==> src/rtl/systolic_ctrl.sv <==
// systolic_ctrl: sequencer for a 2x2 weight-stationary systolic array.
// Takes one matmul command at a time, then runs the array through its phases:
// column configure, two-cycle weight preload, switch, skewed row streaming,
// flush and drain. De-skewed result rows come out on res_*.
// Ports:
//   cmd_*          command handshake, weight tile, column count, row count
//   in_*           input row handshake and data
//   sys_*_in, ub_* drive toward the array and its column-enable logic
//   sys_*_out      array results and valids
//   res_*          de-skewed result rows (valid only)
//   busy/done/err_timeout  status
`default_nettype none

module systolic_ctrl #(
  parameter int unsigned DATA_W    = 16,
  parameter int unsigned ROW_CNT_W = 8,
  parameter int unsigned TIMEOUT   = 64
) (
  input  logic                 clk,
  input  logic                 rst,
  input  logic                 cmd_valid,
  output logic                 cmd_ready,
  input  logic [1:0]           cmd_col_size,
  input  logic [ROW_CNT_W-1:0] cmd_num_rows,
  input  logic [DATA_W-1:0]    cmd_w11,
  input  logic [DATA_W-1:0]    cmd_w12,
  input  logic [DATA_W-1:0]    cmd_w21,
  input  logic [DATA_W-1:0]    cmd_w22,
  input  logic                 in_valid,
  output logic                 in_ready,
  input  logic [DATA_W-1:0]    in_data_1,
  input  logic [DATA_W-1:0]    in_data_2,
  output logic [DATA_W-1:0]    sys_data_in_1x,
  output logic [DATA_W-1:0]    sys_data_in_2x,
  output logic                 sys_start,
  output logic [DATA_W-1:0]    sys_weight_in_x1,
  output logic [DATA_W-1:0]    sys_weight_in_x2,
  output logic                 sys_accept_w_1,
  output logic                 sys_accept_w_2,
  output logic                 sys_switch_in,
  output logic [15:0]          ub_rd_col_size_in,
  output logic                 ub_rd_col_size_valid_in,
  input  logic [DATA_W-1:0]    sys_data_out_x1,
  input  logic [DATA_W-1:0]    sys_data_out_x2,
  input  logic                 sys_valid_out_x1,
  input  logic                 sys_valid_out_x2,
  output logic                 res_valid,
  output logic [DATA_W-1:0]    res_data_1,
  output logic [DATA_W-1:0]    res_data_2,
  output logic                 busy,
  output logic                 done,
  output logic                 err_timeout
);

  localparam int unsigned WD_W = $clog2(TIMEOUT + 1);

  localparam logic [3:0] S_IDLE    = 4'd0;
  localparam logic [3:0] S_CFG     = 4'd1;
  localparam logic [3:0] S_LOAD_W0 = 4'd2;
  localparam logic [3:0] S_LOAD_W1 = 4'd3;
  localparam logic [3:0] S_SWITCH  = 4'd4;
  localparam logic [3:0] S_STREAM  = 4'd5;
  localparam logic [3:0] S_FLUSH   = 4'd6;
  localparam logic [3:0] S_DRAIN   = 4'd7;
  localparam logic [3:0] S_DONE    = 4'd8;

  // Control / command registers
  logic [3:0]           state_q, state_d;
  logic                 col2_q, col2_d;
  logic [ROW_CNT_W-1:0] n_rows_q, n_rows_d;
  logic [DATA_W-1:0]    w11_q, w11_d, w12_q, w12_d, w21_q, w21_d, w22_q, w22_d;
  logic [ROW_CNT_W-1:0] rows_fed_q, rows_fed_d, rows_out_q, rows_out_d;
  logic [DATA_W-1:0]    skew_q, skew_d, hold_q, hold_d;
  logic                 hold_vld_q, hold_vld_d;
  logic [WD_W-1:0]      wdog_q, wdog_d;
  logic                 err_q, err_d;

  // Output registers
  logic                 cmd_ready_q, cmd_ready_d, in_ready_q, in_ready_d;
  logic [DATA_W-1:0]    d1x_q, d1x_d, d2x_q, d2x_d;
  logic                 start_q, start_d;
  logic [DATA_W-1:0]    wx1_q, wx1_d, wx2_q, wx2_d;
  logic                 acc1_q, acc1_d, acc2_q, acc2_d, sw_q, sw_d;
  logic [1:0]           ub_size_q, ub_size_d;
  logic                 ub_vld_q, ub_vld_d;
  logic                 res_valid_q, res_valid_d;
  logic [DATA_W-1:0]    res1_q, res1_d, res2_q, res2_d;
  logic                 busy_q, busy_d, done_q, done_d;

  logic accept, active, timeout;

  // Next-state, datapath and registered-output computation
  always_comb begin
    state_d     = state_q;
    col2_d      = col2_q;
    n_rows_d    = n_rows_q;
    w11_d       = w11_q;
    w12_d       = w12_q;
    w21_d       = w21_q;
    w22_d       = w22_q;
    rows_fed_d  = rows_fed_q;
    rows_out_d  = rows_out_q;
    skew_d      = skew_q;
    hold_d      = hold_q;
    hold_vld_d  = 1'b0;
    wdog_d      = wdog_q;
    err_d       = err_q;
    d1x_d       = '0;
    d2x_d       = '0;
    start_d     = 1'b0;
    res_valid_d = 1'b0;
    res1_d      = '0;
    res2_d      = '0;
    timeout     = 1'b0;

    accept = in_valid && in_ready_q;
    active = (state_q == S_STREAM) || (state_q == S_FLUSH) || (state_q == S_DRAIN);

    // Row 2 lags row 1 by one cycle through the skew register
    if ((state_q == S_STREAM) || (state_q == S_FLUSH)) begin
      d2x_d   = skew_q;
      skew_d  = accept ? in_data_2 : '0;
      d1x_d   = accept ? in_data_1 : '0;
      start_d = accept;
      if (accept) rows_fed_d = rows_fed_q + ROW_CNT_W'(1);
    end

    // Column-2 result arrives one cycle after column 1: hold column 1, pair next cycle
    if (active) begin
      if (sys_valid_out_x1) begin
        hold_d     = sys_data_out_x1;
        hold_vld_d = 1'b1;
        wdog_d     = '0;
      end else begin
        wdog_d = wdog_q + WD_W'(1);
        if (wdog_d == WD_W'(TIMEOUT)) timeout = 1'b1;
      end
      if (hold_vld_q) begin
        res_valid_d = 1'b1;
        res1_d      = hold_q;
        res2_d      = (col2_q && sys_valid_out_x2) ? sys_data_out_x2 : '0;
        rows_out_d  = rows_out_q + ROW_CNT_W'(1);
      end
    end

    case (state_q)
      S_IDLE: begin
        if (cmd_valid) begin
          col2_d     = (cmd_col_size != 2'd1);
          n_rows_d   = cmd_num_rows;
          w11_d      = cmd_w11;
          w12_d      = cmd_w12;
          w21_d      = cmd_w21;
          w22_d      = cmd_w22;
          rows_fed_d = '0;
          rows_out_d = '0;
          skew_d     = '0;
          hold_d     = '0;
          wdog_d     = '0;
          err_d      = 1'b0;
          state_d    = S_CFG;
        end
      end
      S_CFG:     state_d = S_LOAD_W0;
      S_LOAD_W0: state_d = S_LOAD_W1;
      S_LOAD_W1: state_d = S_SWITCH;
      S_SWITCH:  state_d = (n_rows_q == '0) ? S_DONE : S_STREAM;
      S_STREAM:  if (rows_fed_d == n_rows_q) state_d = S_FLUSH;
      S_FLUSH:   state_d = S_DRAIN;
      S_DRAIN:   if (rows_out_q == n_rows_q) state_d = S_DONE;
      S_DONE:    state_d = S_IDLE;
      default:   state_d = S_IDLE;
    endcase

    if (timeout) begin
      err_d   = 1'b1;
      state_d = S_DONE;
    end

    // Phase outputs follow the next state so they line up with the state register
    cmd_ready_d = (state_d == S_IDLE);
    busy_d      = (state_d != S_IDLE);
    done_d      = (state_d == S_DONE);
    sw_d        = (state_d == S_SWITCH);
    ub_vld_d    = (state_d == S_CFG);
    ub_size_d   = (state_d == S_CFG) ? (col2_d ? 2'd2 : 2'd1) : 2'd0;
    in_ready_d  = (state_d == S_STREAM) && (rows_fed_d < n_rows_d);
    wx1_d       = '0;
    wx2_d       = '0;
    acc1_d      = 1'b0;
    acc2_d      = 1'b0;
    // Bottom weight row is pushed first so it ends up in the lower PE
    if (state_d == S_LOAD_W0) begin
      wx1_d  = w21_d;
      wx2_d  = col2_d ? w22_d : '0;
      acc1_d = 1'b1;
      acc2_d = col2_d;
    end else if (state_d == S_LOAD_W1) begin
      wx1_d  = w11_d;
      wx2_d  = col2_d ? w12_d : '0;
      acc1_d = 1'b1;
      acc2_d = col2_d;
    end
  end

  // State and output registers, synchronous reset
  always_ff @(posedge clk) begin
    if (rst) begin
      state_q     <= S_IDLE;
      col2_q      <= 1'b0;
      n_rows_q    <= '0;
      w11_q       <= '0;
      w12_q       <= '0;
      w21_q       <= '0;
      w22_q       <= '0;
      rows_fed_q  <= '0;
      rows_out_q  <= '0;
      skew_q      <= '0;
      hold_q      <= '0;
      hold_vld_q  <= 1'b0;
      wdog_q      <= '0;
      err_q       <= 1'b0;
      cmd_ready_q <= 1'b1;
      in_ready_q  <= 1'b0;
      d1x_q       <= '0;
      d2x_q       <= '0;
      start_q     <= 1'b0;
      wx1_q       <= '0;
      wx2_q       <= '0;
      acc1_q      <= 1'b0;
      acc2_q      <= 1'b0;
      sw_q        <= 1'b0;
      ub_size_q   <= '0;
      ub_vld_q    <= 1'b0;
      res_valid_q <= 1'b0;
      res1_q      <= '0;
      res2_q      <= '0;
      busy_q      <= 1'b0;
      done_q      <= 1'b0;
    end else begin
      state_q     <= state_d;
      col2_q      <= col2_d;
      n_rows_q    <= n_rows_d;
      w11_q       <= w11_d;
      w12_q       <= w12_d;
      w21_q       <= w21_d;
      w22_q       <= w22_d;
      rows_fed_q  <= rows_fed_d;
      rows_out_q  <= rows_out_d;
      skew_q      <= skew_d;
      hold_q      <= hold_d;
      hold_vld_q  <= hold_vld_d;
      wdog_q      <= wdog_d;
      err_q       <= err_d;
      cmd_ready_q <= cmd_ready_d;
      in_ready_q  <= in_ready_d;
      d1x_q       <= d1x_d;
      d2x_q       <= d2x_d;
      start_q     <= start_d;
      wx1_q       <= wx1_d;
      wx2_q       <= wx2_d;
      acc1_q      <= acc1_d;
      acc2_q      <= acc2_d;
      sw_q        <= sw_d;
      ub_size_q   <= ub_size_d;
      ub_vld_q    <= ub_vld_d;
      res_valid_q <= res_valid_d;
      res1_q      <= res1_d;
      res2_q      <= res2_d;
      busy_q      <= busy_d;
      done_q      <= done_d;
    end
  end

  assign cmd_ready               = cmd_ready_q;
  assign in_ready                = in_ready_q;
  assign sys_data_in_1x          = d1x_q;
  assign sys_data_in_2x          = d2x_q;
  assign sys_start               = start_q;
  assign sys_weight_in_x1        = wx1_q;
  assign sys_weight_in_x2        = wx2_q;
  assign sys_accept_w_1          = acc1_q;
  assign sys_accept_w_2          = acc2_q;
  assign sys_switch_in           = sw_q;
  assign ub_rd_col_size_in       = 16'(ub_size_q);
  assign ub_rd_col_size_valid_in = ub_vld_q;
  assign res_valid               = res_valid_q;
  assign res_data_1              = res1_q;
  assign res_data_2              = res2_q;
  assign busy                    = busy_q;
  assign done                    = done_q;
  assign err_timeout             = err_q;

endmodule

`default_nettype wire
==> config.mk <==
export PLATFORM = sky130hd
export DESIGN_NAME = systolic_ctrl
export DESIGN_NICKNAME = d
export VERILOG_FILES = /design/src/rtl/systolic_ctrl.sv
export SDC_FILE = /design/constraint.sdc
export NUM_CORES = 1
export LEC_CHECK = 0
export BUFFER_PORTS_ARGS = -buffer_cell sky130_fd_sc_hd__buf_2
export CAP_MARGIN = 10
export CORE_MARGIN = 8
export CORE_UTILIZATION = 57
export CTS_BUF_LIST = sky130_fd_sc_hd__clkbuf_4
export DETAILED_ROUTE_END_ITERATION = 7
export PLACE_DENSITY = 0.93
export SLEW_MARGIN = 0
export SYNTH_ARGS = -nofsm -noshare
export SYNTH_HDL_FRONTEND = slang
export SYNTH_SLANG_ARGS = --single-unit
==> constraint.sdc <==
create_clock -name clk -period 3.9 [get_ports clk]
set_input_delay 0.585 -clock clk [delete_from_list [all_inputs] [get_ports clk]]
set_output_delay 0.585 -clock clk [all_outputs]
set_load 0.05 [all_outputs]
==> results of run 1 <==
[how the worst max path moves through the flow]
stage	to	cells past startpoint
6_report	sys_weight_in_x2[7]	5
2_1_floorplan	in_ready	10
4_1_cts	sys_weight_in_x2[7]	5
5_1_grt	sys_weight_in_x2[7]	5
3_5_place_dp	sys_weight_in_x2[13]	5
3_3_place_gp	in_ready	9
[power by group]
group	switching [W]	leakage, nW	internal, W
registers	0.0000427	1.96	0.00255
logic	0.000371	2.50	0.000178
clock network	0.000935	0.429	0.00101
[state kept, by name, summed over array words and instances, names as in the netlist, 2 cells and up]
signal	cells
res_data_1	16
sys_weight_in_x1	16
state_q	4
sys_weight_in_x2	16
rows_out_q	8
ub_size_q	2
w22_q	16
n_rows_q	8
w12_q	16
w21_q	16
w11_q	16
skew_q	16
sys_data_in_2x	16
sys_data_in_1x	16
hold_q	16
rows_fed_q	8
res_data_2	16
wdog_q	7
[per-layer routing]
| metal | vias to the layer above | routed length [um] | track usage |
|---|---|---|---|
| met1 | 3606 | 9350 | 0.253 |
| met5 | - | 13 | 0 |
| met3 | 39 | 1830 | 0.0618 |
| li1 | 3700 | - | - |
| met2 | 318 | 12300 | 0.409 |
| met4 | 2 | 454 | 0.0989 |
[kinds of logic (layout without fill, tap and decap cells)]
group | Yosys count | in the layout | synth area share
simple gates | 382 | 382 | 0.207
flops | 242 | 242 | 0.550
compound gates | 185 | 185 | 0.133
buf+inv | 74 | 368 | 0.0415
xor+xnor | 34 | 34 | 0.0411
fa+ha+maj | 11 | 11 | 0.0156
mux | 10 | 10 | 0.0117
other cells | 1 | 17 | 0.000426
[cell type report]
type | instances | share of cell area
inverters | 2 | 0.000693
multi-input cells | 636 | 0.338
diodes | 3 | 0.000693
flip-flops and latches | 242 | 0.447
well taps | 188 | 0.0217
clock buffers | 87 | 0.0603
repair buffers | 264 | 0.125
clock inverters | 15 | 0.00589
[cell usage in the layout, fill, tap and decap left out, types with 10 or more instances in the layout]
cell type  count
nand4_1       10
buf_4         12
o21ai_0       12
xor2_1        15
conb_1        14
clkinv_1      11
a21oi_1      101
dfxtp_1      242
xnor2_1       15
nor2_1        68
nand2_1      175
buf_2        252
a22oi_1       17
a22o_1        32
clkbuf_4      87
and2_1        66
ha_1          11
[per-stage QoR]
step	total power, W	cells
3_5_place_dp	0.00319	1332
5_1_grt	0.00532	1437
2_1_floorplan	0.00302	952
4_1_cts	0.00513	1434
3_3_place_gp	0.00317	1332
6_report	0.00509	1437
==> run_results.csv, run 1 <==
group,metric,value,unit
outcome,status,"finished clean",
sta,tightest_slew,1160,ps
run,timing.max_cap.violations,0,
detailed_routing,num_vias,7665,
yosys,synthTopCellsByArea,"dfxtp_1, nand2_1, a21oi_1",
detailed_routing,dr.pass1.iters,5,
final_layout,fillers,1083,
worst_hold_path,hold_path.class,"in2reg",
worst_hold_path,min_path_cells,2,
critical_path,crit_arrival,3840,ps
die,rows,45,
worst_hold_path,min_to,"res_data_2[9]",
die,core_area,0.0151,sq mm
clocking,clk_latency,660,ps
die,ioPinCount,267,
critical_path,end_kind,"register",
clocking,cts_resized,0,
clocking,htreeDepth,2,
power,peakVddDrop,0.252,mV
clocking,cts_sinks,242,
clocking,cts.path.max_buffers,3,
final_layout,multi_input_area,0.00366,sq mm
sta,finalSetupTns,0,ps
final_layout,postLayoutCoreUtil,0.715,
critical_path,cp_slowest_cell,"nor2b_1",
sta,setup_viol,0,
global_routing,antenna_found_initial,4,
critical_path,r2r_slack,630,ps
yosys,synth_top_area_cell,"dfxtp_1",
die,die_w,140,um
critical_path,path_class,"reg2reg",
final_layout,area_growth,23.0,%
yosys,synth_most_common_cell,"dfxtp_1",
critical_path,start_kind,"register",
yosys,yosysSeqAreaShare,0.550,
power,power_density,470,mW/mm^2
critical_path,timing.rr.start,"state_q[0]",
clocking,clk_pin_slew,70,ps
critical_path,reg2reg_depth,5,
placed_design,portBuffers,252,
worst_hold_path,hp-start,"sys_data_out_x2[9]",
detailed_routing,detail-route-antenna-nets,0,
sta,layout_setup_ws,627,ps
clocking,ctsHoldBuffers,0,
yosys,yosys_warnings,0,
yosys,syn_area_per_cell,9.37,sq um
global_routing,grt_pass1_vias,7547,
yosys,syn_inst,939,
critical_path,worstPathCellList,"nor2_1, and3_2, o21ai_1, nor2b_1, a22o_1",
die,die_h,140,um
critical_path,worst_ep_required_time,4470,ps
global_routing,grt_pass1_wl,37.2,mm
yosys,syn_area,0.00880,sq mm
final_layout,register_area,0.00484,sq mm
placed_design,gp_congestion,0.891,
global_routing,grt_usage,0.230,
power,leakage,4.89,nW
final_layout,final_area,0.0108,sq mm
placed_design,postPlaceCellArea,0.0101,sq mm
clocking,postCtsSetupRepairBufs,0,
critical_path,slowest_delay,960,ps
yosys,synth.top_cell.area_share,0.550,
final_layout,layout-drive-gt1-share,0.295,
sta,maxSlewViolCount,0,
placed_design,dp_slack,663,ps
clocking,cts-root-buf,"clkbuf_4",
detailed_routing,viasPerCell,5.33,
global_routing,gr-total-overflow,0,
final_layout,fin_nets,1360,
die,start_util,0.581,
sta,slew_headroom,0.224,
sta,finalHoldViolCount,0,
yosys,synth_cell_types,60,
detailed_routing,initialDrtViolationCount,524,
clocking,cts_tree,"done",
global_routing,grt_max_degree,54,
detailed_routing,drt-total-wl,24.0,mm
sta,hold_ws,117,ps
critical_path,critPathBufInv,0,
critical_path,cp-startpoint,"state_q[0]",
critical_path,r2r-end,"sys_weight_in_x2[7]",
sta,rsz0062_at_grt,"false",
sta,finalClockSkew,46.1,ps
critical_path,critical_path.max_fanout,33,
sta,max_freq,306,MHz
clocking,cts_made_buffers,59,
sta,period_needed,3270,ps
yosys,synth_top_cells_by_count,"dfxtp_1, nand2_1, a21oi_1",
sta,timing.final.crit_share,0.839,
yosys,ys_async_sr_fraction,0,
yosys,ys.flop_type,"dfxtp_1",
detailed_routing,drc_errors,0,
yosys,ys_ff_latch,242,
detailed_routing,wire_per_inst,16.7,um
placed_design,dpl.hpwl,17.1,mm
die,die_area,0.0197,sq mm
critical_path,crit_family,"simple AND/OR/NAND/NOR gates",
yosys,synth-edff-count,0,
No activity file was read; power rests on OpenSTA's default activity.
==> run 2, diff against run 1 <==
- CORE_UTILIZATION: 57 -> 48
- PLACE_DENSITY: 0.93 -> 0.84
- clock period: 3.9 -> 2.9 ns (I/O delays scaled with it)
==> run 2 against run 1 <==
  * Worst hold slack lost 60 ps
  * Power grew 37%
  * Via count grew 4.5%
  * Register-to-register slack lost 430 ps
  * Sequential share of layout area shrank 4.1 points
  * Critical endpoint is now in_ready
  * Maximum frequency grew 21%
  * Clock power grew 34%
  * Combinational power grew 59%
  * Largest power group unchanged
==> run_results.csv, run 2 (same netlist as run 1, synthesis figures left out) <==
group,metric,value,unit
power,power_frac_comb,0.125,
clocking,cts-root-buf,"clkbuf_4",
sta,timing.final.crit_share,0.932,
final_layout,area_growth,35.5,%
clocking,cts_sinks,242,
final_layout,fin_nets,1469,
placed_design,portBuffers,252,
sta,finalHoldViolCount,0,
power,netSwitchingPower,0.00188,W
global_routing,antenna_found_initial,3,
power,power_density,584,mW/mm^2
die,ioPinCount,267,
power,power,0.00696,W
final_layout,final_common_cell,"buf_2",
placed_design,dpl.hpwl,16.8,mm
power,clockPowerShare,0.375,
outcome,status,"finished clean",
sta,finalSetupTns,0,ps
power,p_int,0.00508,W
clocking,clk_pin_slew,80,ps
clocking,htreeDepth,2,
sta,max_freq,370,MHz
run,timing.max_cap.violations,0,
global_routing,grt_pass1_vias,8177,
die,die_area,0.0229,sq mm
placed_design,dp_slack,140,ps
critical_path,r2r-end,"in_ready",
die,die_h,151,um
critical_path,r2r_slack,200,ps
critical_path,critical_path.max_fanout,18,
critical_path,start_kind,"register",
sta,setup_viol,0,
critical_path,timing.rr.start,"state_q[0]",
clocking,postCtsSetupRepairBufs,0,
detailed_routing,wire_per_inst,16.4,um
power,pwr-share-seq,0.500,
worst_hold_path,min_to,"skew_q[6]",
global_routing,gr-total-overflow,0,
placed_design,gp_congestion,0.911,
sta,layout_setup_ws,196,ps
detailed_routing,drc_errors,0,
final_layout,layout-drive-gt1-share,0.282,
power,leakage,5.36,nW
die,start_util,0.490,
critical_path,crit_arrival,3330,ps
detailed_routing,dr.pass1.iters,5,
detailed_routing,num_vias,8011,
final_layout,stdcell_count,1584,
global_routing,grt_pass1_wl,40.2,mm
critical_path,worst_ep_required_time,3520,ps
clocking,clk_latency,680,ps
detailed_routing,viasPerCell,5.06,
sta,slew_headroom,0.412,
sta,rsz0062_at_grt,"false",
sta,tightest_slew,872,ps
detailed_routing,drt-total-wl,25.9,mm
global_routing,grt_max_degree,67,
detailed_routing,initialDrtViolationCount,351,
power,peakVddDrop,0.392,mV
detailed_routing,detail-route-antenna-nets,0,
worst_hold_path,min_path_cells,3,
clocking,cts_made_buffers,60,
critical_path,path_class,"reg2reg",
critical_path,cp-startpoint,"state_q[0]",
power,swShare,0.271,
die,die_w,151,um
sta,maxSlewViolCount,0,
clocking,cts_tree,"done",
sta,period_needed,2700,ps
sta,finalClockSkew,67.4,ps
worst_hold_path,hp-start,"in_data_2[6]",
worst_hold_path,hold_path.class,"in2reg",
final_layout,final_cell_mix,"buf_2, dfxtp_1, nand2_1",
critical_path,reg2reg_depth,10,
clocking,cts.path.max_buffers,3,
critical_path,end_kind,"register",
global_routing,grt_usage,0.218,
placed_design,dp.cells,1388,
die,rows,49,
die,core_area,0.0180,sq mm
==> run 2: cell count changes in the layout (fill, tap and decap cells not counted) <==
cell | previous run | this run
clkinv_2 | 3 | 5
buf_6 | 0 | 1
buf_4 | 12 | 25
nor3_1 | 9 | 8
clkinv_4 | 0 | 1
dlygate4sd3_1 | 0 | 93
nor3_2 | 1 | 2
buf_12 | 0 | 1
clkinv_1 | 11 | 12
diode_2 | 3 | 2
clkbuf_4 | 87 | 82
==> run 2: stage by stage <==
step,utilization,hold slack (ps),area [sq um]
2_1_floorplan,-,430,8850
3_3_place_gp,0.572,433,10300
3_5_place_dp,0.572,439,10300
4_1_cts,0.663,0.211,11900
5_1_grt,0.664,7.03,11900
6_report,0.664,57.2,11900
==> run 2: power by group through the flow <==
stage / registers [W] / clock network (W) / logic [W]
2_1_floorplan: 0.00363 / 0 / 0.000431
3_3_place_gp: 0.00355 / 0 / 0.000744
3_5_place_dp: 0.00355 / 0 / 0.000759
4_1_cts: 0.00348 / 0.00268 / 0.000859
5_1_grt: 0.00349 / 0.00289 / 0.000943
6_report: 0.00348 / 0.00261 / 0.000871
==> run 2: cell type report <==
cell class | count | area (sq um)
inverter | 2 | 7.51
sequential | 242 | 4840
fill | 1411 | 6040
clock inverter | 19 | 86.3
clock buffer | 82 | 616
antenna | 2 | 5.00
timing repair buffer | 372 | 2410
multi-input combinational | 636 | 3670
tap | 229 | 287
==> run 2: worst max-delay path by stage <==
| stage | depth (start not counted) | slack [ps] | to |
|---|---|---|---|
| 3_3_place_gp | 11 | 210 | in_ready |
| 6_report | 10 | 200 | in_ready |
| 2_1_floorplan | 10 | 220 | in_ready |
| 3_5_place_dp | 11 | 140 | in_ready |
| 4_1_cts | 9 | 160 | sys_weight_in_x2[14] |
| 5_1_grt | 10 | 50 | in_ready |
==> run 2: routing by layer <==
metal | GRT usage | vias to the layer above | wire [um]
met2 | 0.385 | 306 | 13100
met5 | 0 | - | 13
li1 | - | 3921 | -
met3 | 0.0592 | 43 | 2370
met4 | 0.0831 | 2 | 518
met1 | 0.245 | 3739 | 9910
==> run 2: critical path: stages (launching register included) <==
cell	delay [ps]
dfxtp_1	370
buf_4	200
nor2_1	160
and3_2	460
mux2i_1	310
ha_1	290
a21o_1	160
a21o_1	170
a21oi_1	170
o221a_2	210
and4_1	180
==> run 2: what timing repair did <==
item / 4_1_cts / 5_1_grt
hold buffers: 93 / 0
hold endpoints to repair: 93 / 0
resized for setup: 0 / 1
endpoints found under the setup margin: 0 / 16
==> run 3, diff against run 2 <==
- PLACE_DENSITY: 0.84 -> 0.8
==> run 3 against run 2 <==
  * Die area did not move
  * Clock skew down 18 ps
  * Combinational power hardly changed
  * Flip-flop and latch count unchanged
  * Clock power down 4%
  * Via count rose by 0.32%
  * Sequential power about the same
  * Power shrank 1.2%
  * Critical path type unchanged
  * Largest cell class unchanged
==> run_results.csv, run 3 (same netlist as run 1, synthesis figures left out) <==
group,metric,value,unit
detailed_routing,m1WireLength,9.91,mm
clocking,cts_made_buffers,59,
critical_path,critical_path.max_fanout,8,
global_routing,grt_max_degree,56,
power,swShare,0.269,
die,die_area,0.0229,sq mm
power,power_frac_comb,0.127,
final_layout,final_cell_mix,"buf_2, dfxtp_1, nand2_1",
critical_path,timing.rr.start,"state_q[1]",
sta,setup_viol,0,
worst_hold_path,hp-start,"cmd_num_rows[0]",
die,rows,49,
clocking,cts-root-buf,"clkbuf_4",
detailed_routing,wl_met3,2.25,mm
placed_design,portBuffers,252,
power,clockPowerShare,0.366,
clocking,cts_tree,"done",
placed_design,dpl.hpwl,16.8,mm
sta,maxSlewViolCount,0,
final_layout,postLayoutCoreUtil,0.667,
detailed_routing,drc_errors,0,
clocking,cts.path.max_buffers,3,
sta,max_freq,378,MHz
critical_path,r2r-end,"in_ready",
detailed_routing,initialDrtViolationCount,316,
detailed_routing,detail-route-antenna-nets,0,
placed_design,postPlaceCellArea,0.0103,sq mm
clocking,clk_latency,680,ps
outcome,status,"finished clean",
clocking,clk_pin_slew,60,ps
sta,finalHoldViolCount,0,
sta,period_needed,2650,ps
global_routing,grt_pass1_vias,8305,
global_routing,antenna_found_initial,0,
final_layout,layout-drive-gt1-share,0.276,
sta,slew_headroom,0.414,
placed_design,gp_congestion,0.899,
clocking,cts_resized,0,
sta,tightest_slew,874,ps
power,netSwitchingPower,0.00185,W
die,die_w,151,um
final_layout,area_growth,36.0,%
worst_hold_path,hold_path.class,"in2reg",
power,leakage,5.36,nW
power,power_density,574,mW/mm^2
critical_path,worst_ep_required_time,3520,ps
critical_path,reg2reg_depth,10,
global_routing,gr-total-overflow,0,
clocking,htreeDepth,2,
detailed_routing,dr.pass1.iters,5,
critical_path,r2r_slack,250,ps
detailed_routing,wire_per_inst,16.4,um
critical_path,end_kind,"register",
clocking,cts_sinks,242,
critical_path,crit_end,"in_ready",
detailed_routing,viasPerCell,5.08,
final_layout,fin_nets,1477,
power,pwr-share-seq,0.507,
sta,finalClockSkew,49.0,ps
final_layout,antenna_cells,0,
final_layout,final_area,0.0120,sq mm
run,timing.max_cap.violations,0,
die,core_area,0.0180,sq mm
power,peakVddDrop,0.355,mV
critical_path,start_kind,"register",
detailed_routing,highest_layer,"met4",
die,die_h,151,um
sta,finalSetupTns,0,ps
sta,timing.final.crit_share,0.913,
global_routing,grt_usage,0.217,
clocking,postCtsSetupRepairBufs,0,
die,start_util,0.490,
global_routing,grt_pass1_wl,40.3,mm
critical_path,cp-startpoint,"state_q[1]",
die,ioPinCount,267,
sta,rsz0062_at_grt,"false",
critical_path,path_class,"reg2reg",
detailed_routing,num_vias,8037,
detailed_routing,drt-total-wl,25.9,mm
final_layout,final_common_cell,"buf_2",
detailed_routing,wl_met2,13.2,mm
power,p_int,0.00503,W
critical_path,crit_arrival,3270,ps
## run 3: power groups by stage
stage	Combinational (W)	Clock [W]	Sequential, W
floorplan	0.000431	0	0.00363
global placement	0.000740	0	0.00355
detailed placement	0.000750	0	0.00356
CTS	0.000865	0.00259	0.00348
global route	0.000947	0.00277	0.00349
finish	0.000873	0.00251	0.00348
## run 3: how the worst min path moves through the flow
| stage | depth (start not counted) | to | slack, ps |
|---|---|---|---|
| floorplan | 1 | res_data_1[0] | 430 |
| global placement | 1 | res_data_1[5] | 430 |
| detailed placement | 1 | res_data_1[12] | 440 |
| CTS | 3 | w22_q[3] | 0.1 |
| global route | 3 | w22_q[3] | 7 |
| finish | 3 | n_rows_q[0] | 50 |
## run 3: through the flow
stage | std cells | worst slack, ps | power, W | hold WS (ps)
after floorplan | 952 | 216 | 0.00406 | 430
after global placement | 1385 | 296 | 0.00429 | 434
after detailed placement | 1385 | 262 | 0.00431 | 442
after CTS | 1582 | 249 | 0.00693 | 0.112
after global routing | 1582 | 0.359 | 0.00721 | 7.45
final | 1582 | 254 | 0.00687 | 47.1
## run 3: worst max-delay path, stage by stage, from the launching register on
cell,delay (ps)
dfxtp_1,540
buf_4,210
xor2_1,240
nand3_1,210
xor2_1,230
nor2_1,70
ha_1,290
a211o_1,250
a41oi_1,190
o221a_2,220
and4_1,180
## run 3: layer usage
layer / global-route usage / vias up
li1: - / 3933
met1: 0.241 / 3748
met2: 0.385 / 305
met3: 0.0577 / 51
met4: 0.0871 / 0
met5: 0 / -
## run 3: final cells by class
cell class              instances  area, sq um
clock buffers                  79          593
clock inverters                13         62.6
fillers                      1448         5990
inverters                       2         7.51
multi-input cells             636         3670
flip-flops and latches        242         4840
well taps                     229          287
repair buffers                381         2500
## run 3: repair_timing
action                     CTS  global route
hold buffers               105             0
setup endpoints to repair    0             0
hold endpoints to repair   105             0
